===== config.mk =====
export PLATFORM = sky130hd
export DESIGN_NAME = mem_port_scheduler
export DESIGN_NICKNAME = d
export VERILOG_FILES = /design/src/rtl/mem_port_scheduler.sv
export SDC_FILE = /design/constraint.sdc
export NUM_CORES = 1
export LEC_CHECK = 0
export BUFFER_PORTS_ARGS = -buffer_cell sky130_fd_sc_hd__buf_2
export CELL_PAD_IN_SITES_DETAIL_PLACEMENT = 1
export CELL_PAD_IN_SITES_GLOBAL_PLACEMENT = 1
export CORE_AREA = 10 10 372 374
export DETAILED_ROUTE_END_ITERATION = 10
export DIE_AREA = 0 0 382 384
export GPL_TIMING_DRIVEN = 0
export PLACE_DENSITY_LB_ADDON = 0.1
export SLEW_MARGIN = 15
export SYNTH_ARGS = -nofsm -noshare
export SYNTH_HDL_FRONTEND = slang
export SYNTH_SLANG_ARGS = --single-unit

===== constraint.sdc =====
create_clock -name clk_i -period 3 [get_ports clk_i]
set_clock_uncertainty 0.2 [all_clocks]
set_input_delay 0.6 -clock clk_i [delete_from_list [all_inputs] [get_ports clk_i]]
set_output_delay 0.6 -clock clk_i [all_outputs]
set_load 0.01 [all_outputs]

===== src/rtl/mem_port_scheduler.sv =====
// Round-robin scheduler funnelling NUM_REQ requesters onto one single-outstanding memory port.
// Optional response watchdog enabled by defining MEM_SCHED_TIMEOUT_EN.
module mem_port_scheduler #(
    parameter int unsigned NUM_REQ     = 3,
    parameter int unsigned ADDR_W      = 32,
    parameter int unsigned DATA_W      = 128,
    parameter int unsigned TIMEOUT_CYC = 1024
) (
    input  logic                         clk_i,
    input  logic                         rst_i,
    input  logic [NUM_REQ-1:0]           req_valid_i,
    input  logic [NUM_REQ*ADDR_W-1:0]    req_addr_i,
    input  logic [NUM_REQ*DATA_W-1:0]    req_data_i,
    input  logic [NUM_REQ*(DATA_W/8)-1:0] req_be_i,
    output logic [NUM_REQ-1:0]           req_ready_o,
    output logic [NUM_REQ-1:0]           res_valid_o,
    output logic [DATA_W-1:0]            res_data_o,
    output logic                         res_err_o,
    output logic                         mem_req_valid_o,
    output logic [ADDR_W-1:0]            mem_req_addr_o,
    output logic [DATA_W-1:0]            mem_req_data_o,
    output logic [DATA_W/8-1:0]          mem_req_be_o,
    input  logic                         mem_req_ready_i,
    input  logic                         mem_res_valid_i,
    input  logic [DATA_W-1:0]            mem_res_data_i,
    output logic                         busy_o,
    output logic                         timeout_o
);

    localparam int unsigned BE_W  = DATA_W / 8;
    localparam int unsigned PTR_W = (NUM_REQ > 1) ? $clog2(NUM_REQ) : 1;

    typedef enum logic [1:0] {IDLE, ISSUE, WAIT} state_e;

    state_e             state_q, state_d;
    logic [PTR_W-1:0]   rr_q, rr_d, gnt_q, gnt_d;
    logic [ADDR_W-1:0]  addr_q, addr_d;
    logic [DATA_W-1:0]  data_q, data_d;
    logic [BE_W-1:0]    be_q, be_d;

    logic               sel_found;
    logic [PTR_W-1:0]   sel_idx;
    logic [ADDR_W-1:0]  sel_addr;
    logic [DATA_W-1:0]  sel_data;
    logic [BE_W-1:0]    sel_be;
    int unsigned        idx;
    logic               res_fire, res_err;

`ifdef MEM_SCHED_TIMEOUT_EN
    localparam int unsigned CNT_W = (TIMEOUT_CYC > 2) ? $clog2(TIMEOUT_CYC) : 1;
    localparam logic [CNT_W-1:0] CNT_MAX = CNT_W'(TIMEOUT_CYC - 1);
    logic [CNT_W-1:0]   cnt_q, cnt_d;
    logic               to_q, to_d;
`endif

    // First valid requester at or after the round-robin pointer, wrapping.
    always_comb begin
        sel_found = 1'b0;
        sel_idx   = '0;
        sel_addr  = '0;
        sel_data  = '0;
        sel_be    = '0;
        idx       = 0;
        for (int unsigned i = 0; i < NUM_REQ; i++) begin
            idx = (32'(rr_q) + i) % NUM_REQ;
            if (!sel_found && req_valid_i[PTR_W'(idx)]) begin
                sel_found = 1'b1;
                sel_idx   = PTR_W'(idx);
                sel_addr  = req_addr_i[idx*ADDR_W +: ADDR_W];
                sel_data  = req_data_i[idx*DATA_W +: DATA_W];
                sel_be    = req_be_i[idx*BE_W +: BE_W];
            end
        end
    end

    always_comb begin
        state_d         = state_q;
        rr_d            = rr_q;
        gnt_d           = gnt_q;
        addr_d          = addr_q;
        data_d          = data_q;
        be_d            = be_q;
        req_ready_o     = '0;
        mem_req_valid_o = 1'b0;
        res_fire        = 1'b0;
        res_err         = 1'b0;
        case (state_q)
            IDLE: begin
                if (sel_found && !rst_i) begin
                    req_ready_o[sel_idx] = 1'b1;
                    gnt_d   = sel_idx;
                    addr_d  = sel_addr;
                    data_d  = sel_data;
                    be_d    = sel_be;
                    rr_d    = (sel_idx == PTR_W'(NUM_REQ - 1)) ? '0 : sel_idx + 1'b1;
                    state_d = ISSUE;
                end
            end
            ISSUE: begin
                mem_req_valid_o = 1'b1;
                if (mem_req_ready_i) state_d = WAIT;
            end
            WAIT: begin
                if (mem_res_valid_i) begin
                    res_fire = 1'b1;
                    state_d  = IDLE;
                end
`ifdef MEM_SCHED_TIMEOUT_EN
                else if (cnt_q == CNT_MAX) begin
                    res_fire = 1'b1;
                    res_err  = 1'b1;
                    state_d  = IDLE;
                end
`endif
            end
            default: state_d = IDLE;
        endcase

        res_valid_o = '0;
        if (res_fire && !rst_i) res_valid_o[gnt_q] = 1'b1;
        res_data_o = (res_fire && !res_err && !rst_i) ? mem_res_data_i : '0;
    end

    always_ff @(posedge clk_i) begin
        if (rst_i) begin
            state_q <= IDLE;
            rr_q    <= '0;
            gnt_q   <= '0;
            addr_q  <= '0;
            data_q  <= '0;
            be_q    <= '0;
        end else begin
            state_q <= state_d;
            rr_q    <= rr_d;
            gnt_q   <= gnt_d;
            addr_q  <= addr_d;
            data_q  <= data_d;
            be_q    <= be_d;
        end
    end

`ifdef MEM_SCHED_TIMEOUT_EN
    // Counter idles at zero outside WAIT, so it is already cleared on WAIT entry.
    always_comb begin
        cnt_d = (state_q == WAIT) ? cnt_q + 1'b1 : '0;
        to_d  = to_q | (res_err && !rst_i);
    end

    always_ff @(posedge clk_i) begin
        if (rst_i) begin
            cnt_q <= '0;
            to_q  <= 1'b0;
        end else begin
            cnt_q <= cnt_d;
            to_q  <= to_d;
        end
    end

    assign res_err_o = res_err && !rst_i;
    assign timeout_o = to_q;
`else
    assign res_err_o = 1'b0;
    assign timeout_o = 1'b0;
`endif

    assign busy_o         = (state_q != IDLE);
    assign mem_req_addr_o = addr_q;
    assign mem_req_data_o = data_q;
    assign mem_req_be_o   = be_q;

endmodule

Word level (Yosys, flattened, before mapping)
Cells that the tools add are included.
{"block": "word_totals", "inputBits": 663, "word_cells": 84, "out_inout_bits": 314, "regBits": 182}
{"block": "op_classes", "div": 3, "shift": 9, "addsub": 3, "n_lt_le_gt_ge": 7, "reduce_logical": 13, "n_eq_ne": 6, "n_mux": 37}
{"operator": "$shiftx A384 B33 Y128", "count": 3}
{"operator": "$mux W128", "count": 4}
{"operator": "$shiftx A96 B33 Y32", "count": 3}
{"operator": "$shiftx A48 B33 Y16", "count": 3}
{"operator": "$mux W32", "count": 3}
{"operator": "$mod A32 B2 Y32 const B", "count": 2}
{"operator": "$mux W16", "count": 3}
{"operator": "$mod A2 B2 Y32 const B", "count": 1}
{"operator": "$lt A2 B3 Y1 const B", "count": 5}
{"operator": "$mux W2", "count": 7}
{"operator": "$mux W1", "count": 11}
{"operator": "$mux W3", "count": 3}
{"operator": "$bmux W1 S2", "count": 3}
{"operator": "$logic_and A1 B1 Y1", "count": 6}
{"operator": "$ne A2 B2 Y1 const B", "count": 3}
{"operator": "$pmux W2 S3", "count": 1}
{"operator": "$demux W1 S2", "count": 2}
{"operator": "$eq A2 B2 Y1 const B", "count": 2}
{"operator": "$ge A2 B1 Y1 const B", "count": 2}
{"operator": "$add A2 B1 Y3 const B", "count": 1}
{"operator": "$add A2 B2 Y3 const B", "count": 1}
{"operator": "$logic_not A1 Y1", "count": 3}
{"operator": "$reduce_and A3 Y1", "count": 1}
{"operator": "$add A2 B1 Y2 const B", "count": 1}
{"operator": "4 further kinds", "count": 4}

Depth between registers and ports, before layout
{"block": "logic_depth", "word_depth": 16, "depth_mapped": 11, "depth_no_buf": 9}

Worst setup path after synthesis
No wires, ideal clock.
{"block": "synth_path", "path_type": "reg2out", "startpoint": "register rr_q[0]", "endpoint": "output req_ready_o[0]", "stages_incl_launch_ff": 11, "path_buffers": 4, "slack_ns": 0.170, "required_time_ns": 2.200, "t_arrival_ns": 2.030, "path_cell_list": "dfxtp_1 -> inv_1 -> ha_1 -> buf_6 -> buf_6 -> buf_4 -> buf_4 -> a22o_1 -> o21ai_1 -> nand2_1 -> nor3_1"}
{"block": "synth_via", "elab_chain_len": 16, "word_cells_on_any_way": 29, "classes_between": "add/sub: 2; div: 3; order compare: 2; mux: 16; reduce/logical: 6"}
{"item": "start: declaration", "line_no": "36", "text": "logic [PTR_W-1:0] rr_q, rr_d, gnt_q, gnt_d;"}
{"item": "start signal: assignment", "line_no": "134", "text": "rr_q <= rr_d;"}
{"item": "branches (longest 14 deep; another with $mod A32 B2 Y32)"}
{"item": "$mux W3 (*)", "line_no": "89", "text": "if (sel_found && !rst_i) begin"}
{"item": "$mux W3 (*)", "line_no": "87", "text": "case (state_q)"}
{"item": "end: declaration", "line_no": "15", "text": "output logic [NUM_REQ-1:0] req_ready_o,"}
Mark *: on every way between the ends. The select of a mux whose other input is x is not followed.

Final worst setup path
Ends and elaborated chain as after synthesis.

==> out/qor.yml <==
cts_tree: "built"
violations: "setup timing"
critPathLaunchType: "flip-flop"
drt_wl_total_um: 188000
vdd_drop_max_v: 0.000492
required_ns: 2.20
grt_usage_pct: 24.2
final_nets: 4374
rr_endpoint: "mem_req_data_o[65]$_SDFFE_PP0P_"
rows: 133
die_area_um2: 147000
drc: 0
overflow: 0
seq_area_frac_synth_pct: 16.3
post-route-period-util_pct: 108
yosys_warnings: 0
arrival_ns: 2.45
finalSetupViolations: 3
yosysTopAreaCell: "dfxtp_1"
leakagePower_nw: 13.7
end_kind: "output pin"
area_growth_syn_to_layout_pct: 41.4
drv_slew: 0
vias: 27400
ctsHoldBuffers: 0
io_buffers: 971
grt_max_degree: 17
syn_inst: 2666
final_cell_area_um2: 31600
io_pins: 977
drt_iter0_markers: 1585
final_util_pct: 24.2
synthArstFlopShare_pct: 0
hpwl_um: 150000
drive_gt1_share_pct: 48.9
first_pass_iters: 5
insertion_delay_ns: 0.54
syn-cell-area_um2: 22300
die_h_um: 384
crit_type: "reg2out"
hold_class: "in2reg"
pwr_density_cell_nw_per_um2: 1110
layout_common_cells: "buf_2, nor2_1, a22o_1, mux2_2, dfxtp_1"
htreeDepth: 4
syn_avg_cell_area_um2: 8.38
final_common_cell: "buf_2"
max_cap_viol_count: 0
path_max_fanout: 6
crit_end: "req_ready_o[0]"
vias_per_cell: 4.99
ant_nets: 0
hold_viol_final: 0
power_mw: 35.2
cts_buffers: 17
reg2regPathDepth: 12
dp_cells: 5393
grt_pass1_wl_um: 253000
reg2reg_slack_ns: 0.02
netlist.area_leader.share_pct: 16.3
synth_seq_cells: 182
cts.path.max_buffers: 2
period_minus_slack_ns: 3.25
core_area_um2: 131000
root_buffer: "clkbuf_16"
synthTopCellsByArea: "dfxtp_1, mux2_2, a22o_1"
wl_per_cell_um: 34.1
stdcell_count: 5502
r2r-start: "rr_q[1]$_SDFFE_PP0P_"
max_slew_margin_pct: 18.7
synth.distinct_cells: 50
grt_pass1_vias: 28700
worst_slew_pin_slew_ns: 1.22
antenna_found_initial: 139
ys.flop_type: "dfxtp_1"
clkSlewWorstSetupHoldPaths_ns: 0.08
fmax_mhz: 307
place_area_um2: 29400
start_util_pct: 17.1
gp_congestion: 0.998
rsz0062_at_grt: "yes"
die_w_um: 382
setup_ws_ns: -0.253
synth_edf_count: 0
status: "finished with violations"
clock-sinks: 182
startpoint: "rr_q[0]$_SDFFE_PP0P_"
power by group:
part / switching, mW / internal [mW]
logic: 17.0 / 11.3
clock network: 1.37 / 1.60
registers: 0.611 / 3.31
routing by layer:
| metal | global-route usage, % | wire length, um | up-vias | share of wire, % |
|---|---|---|---|---|
| met2 | 39.5 | 84900 | 954 | 45 |
| met4 | 3.36 | 2860 | 68 | 1.5 |
| met3 | 6.19 | 12300 | 237 | 6.5 |
| li1 | - | - | 12400 | - |
| met5 | 0 | 433 | - | 0.23 |
| met1 | 32.6 | 87100 | 13700 | 46 |
critical path, stage by stage (launching register included):
cell and delay (ns):
dfxtp_4 0.38, inv_6 0.04, ha_4 0.16, buf_8 0.12
buf_12 0.14, buf_12 0.14, buf_12 0.12, a22o_1 0.23
o21ai_4 0.17, nand2_1 0.11, nor3_4 0.14, buf_6 0.15
worst min path at each step:
stage,cells after the start,from,slack [ns],end
floorplan,2,gnt_q[0]$_SDFFE_PP0P_,0.25,gnt_q[0]$_SDFFE_PP0P_
global placement,2,mem_req_data_o[77]$_SDFFE_PP0P_,0.29,mem_req_data_o[77]$_SDFFE_PP0P_
detailed placement,2,mem_req_data_o[118]$_SDFFE_PP0P_,0.29,mem_req_data_o[118]$_SDFFE_PP0P_
CTS,4,mem_res_valid_i,0.16,state_q[1]$_SDFFE_PP0P_
global route,4,mem_res_valid_i,0.21,state_q[1]$_SDFFE_PP0P_
finish,4,mem_res_valid_i,0.21,state_q[1]$_SDFFE_PP0P_
logic make-up (layout without fill, tap and decap cells):
group | Yosys count | after routing | share of synthesized area [%]
compound gates | 1079 | 1079 | 39.1
fa+ha+maj | 8 | 8 | 0.448
buf+inv | 343 | 1392 | 7.59
flops | 182 | 182 | 16.3
mux | 532 | 532 | 25.8
other cells | 1 | 33 | 0.0168
simple gates | 521 | 521 | 10.7
area by class of cell:
| cell class | instances | area, um^2 |
|---|---|---|
| Antenna cell | 31 | 77.6 |
| Buffer | 335 | 2330 |
| Clock buffer | 18 | 439 |
| Clock inverter | 14 | 244 |
| Fill cell | 15800 | 99200 |
| Inverter | 8 | 37.5 |
| Multi-Input combinational cell | 2142 | 17300 |
| Sequential cell | 182 | 3650 |
| Tap cell | 1755 | 2200 |
| Timing Repair Buffer | 1017 | 5340 |
repair_timing:
action,4_1_cts,5_1_grt
gates resized for setup,199,158
gates cloned,2,2
pin swaps,11,16
setup buffers,32,10
endpoints found under the setup margin,312,209
through the flow:
step	setup slack (ns)	hold WS, ns	TNS (ns)
4_1_cts	-0.358	0.164	-0.972
2_1_floorplan	0.170	0.254	0
3_3_place_gp	-1.33	0.292	-205.91
5_1_grt	-0.359	0.205	-1.12
3_5_place_dp	-1.27	0.295	-199.68
6_report	-0.253	0.211	-0.720
cells in the mapped netlist, drive strengths merged, types with 2 or more instances:
cell type / count
nor2: 359
mux2: 354
a22o: 353
buf: 218
a21oi: 184
dfxtp: 182
mux2i: 178
a31oi: 177
a211oi: 176
a2bb2oi: 176
and2: 129
clkbuf: 117
ha: 8
inv: 8
nand2: 7
nor2b: 4
nor3: 4
o21ai: 4
nand2b: 3
and3b: 2
and4b: 2
nor3b: 2
nor4b: 2
or2: 2
flip-flops by register name, indices dropped and copies added (netlist names):
name and flops:
mem_req_addr_o 32, mem_req_data_o 128, mem_req_be_o 16, rr_q 2, state_q 2, gnt_q 2
No activity file was read; power rests on OpenSTA's default activity.
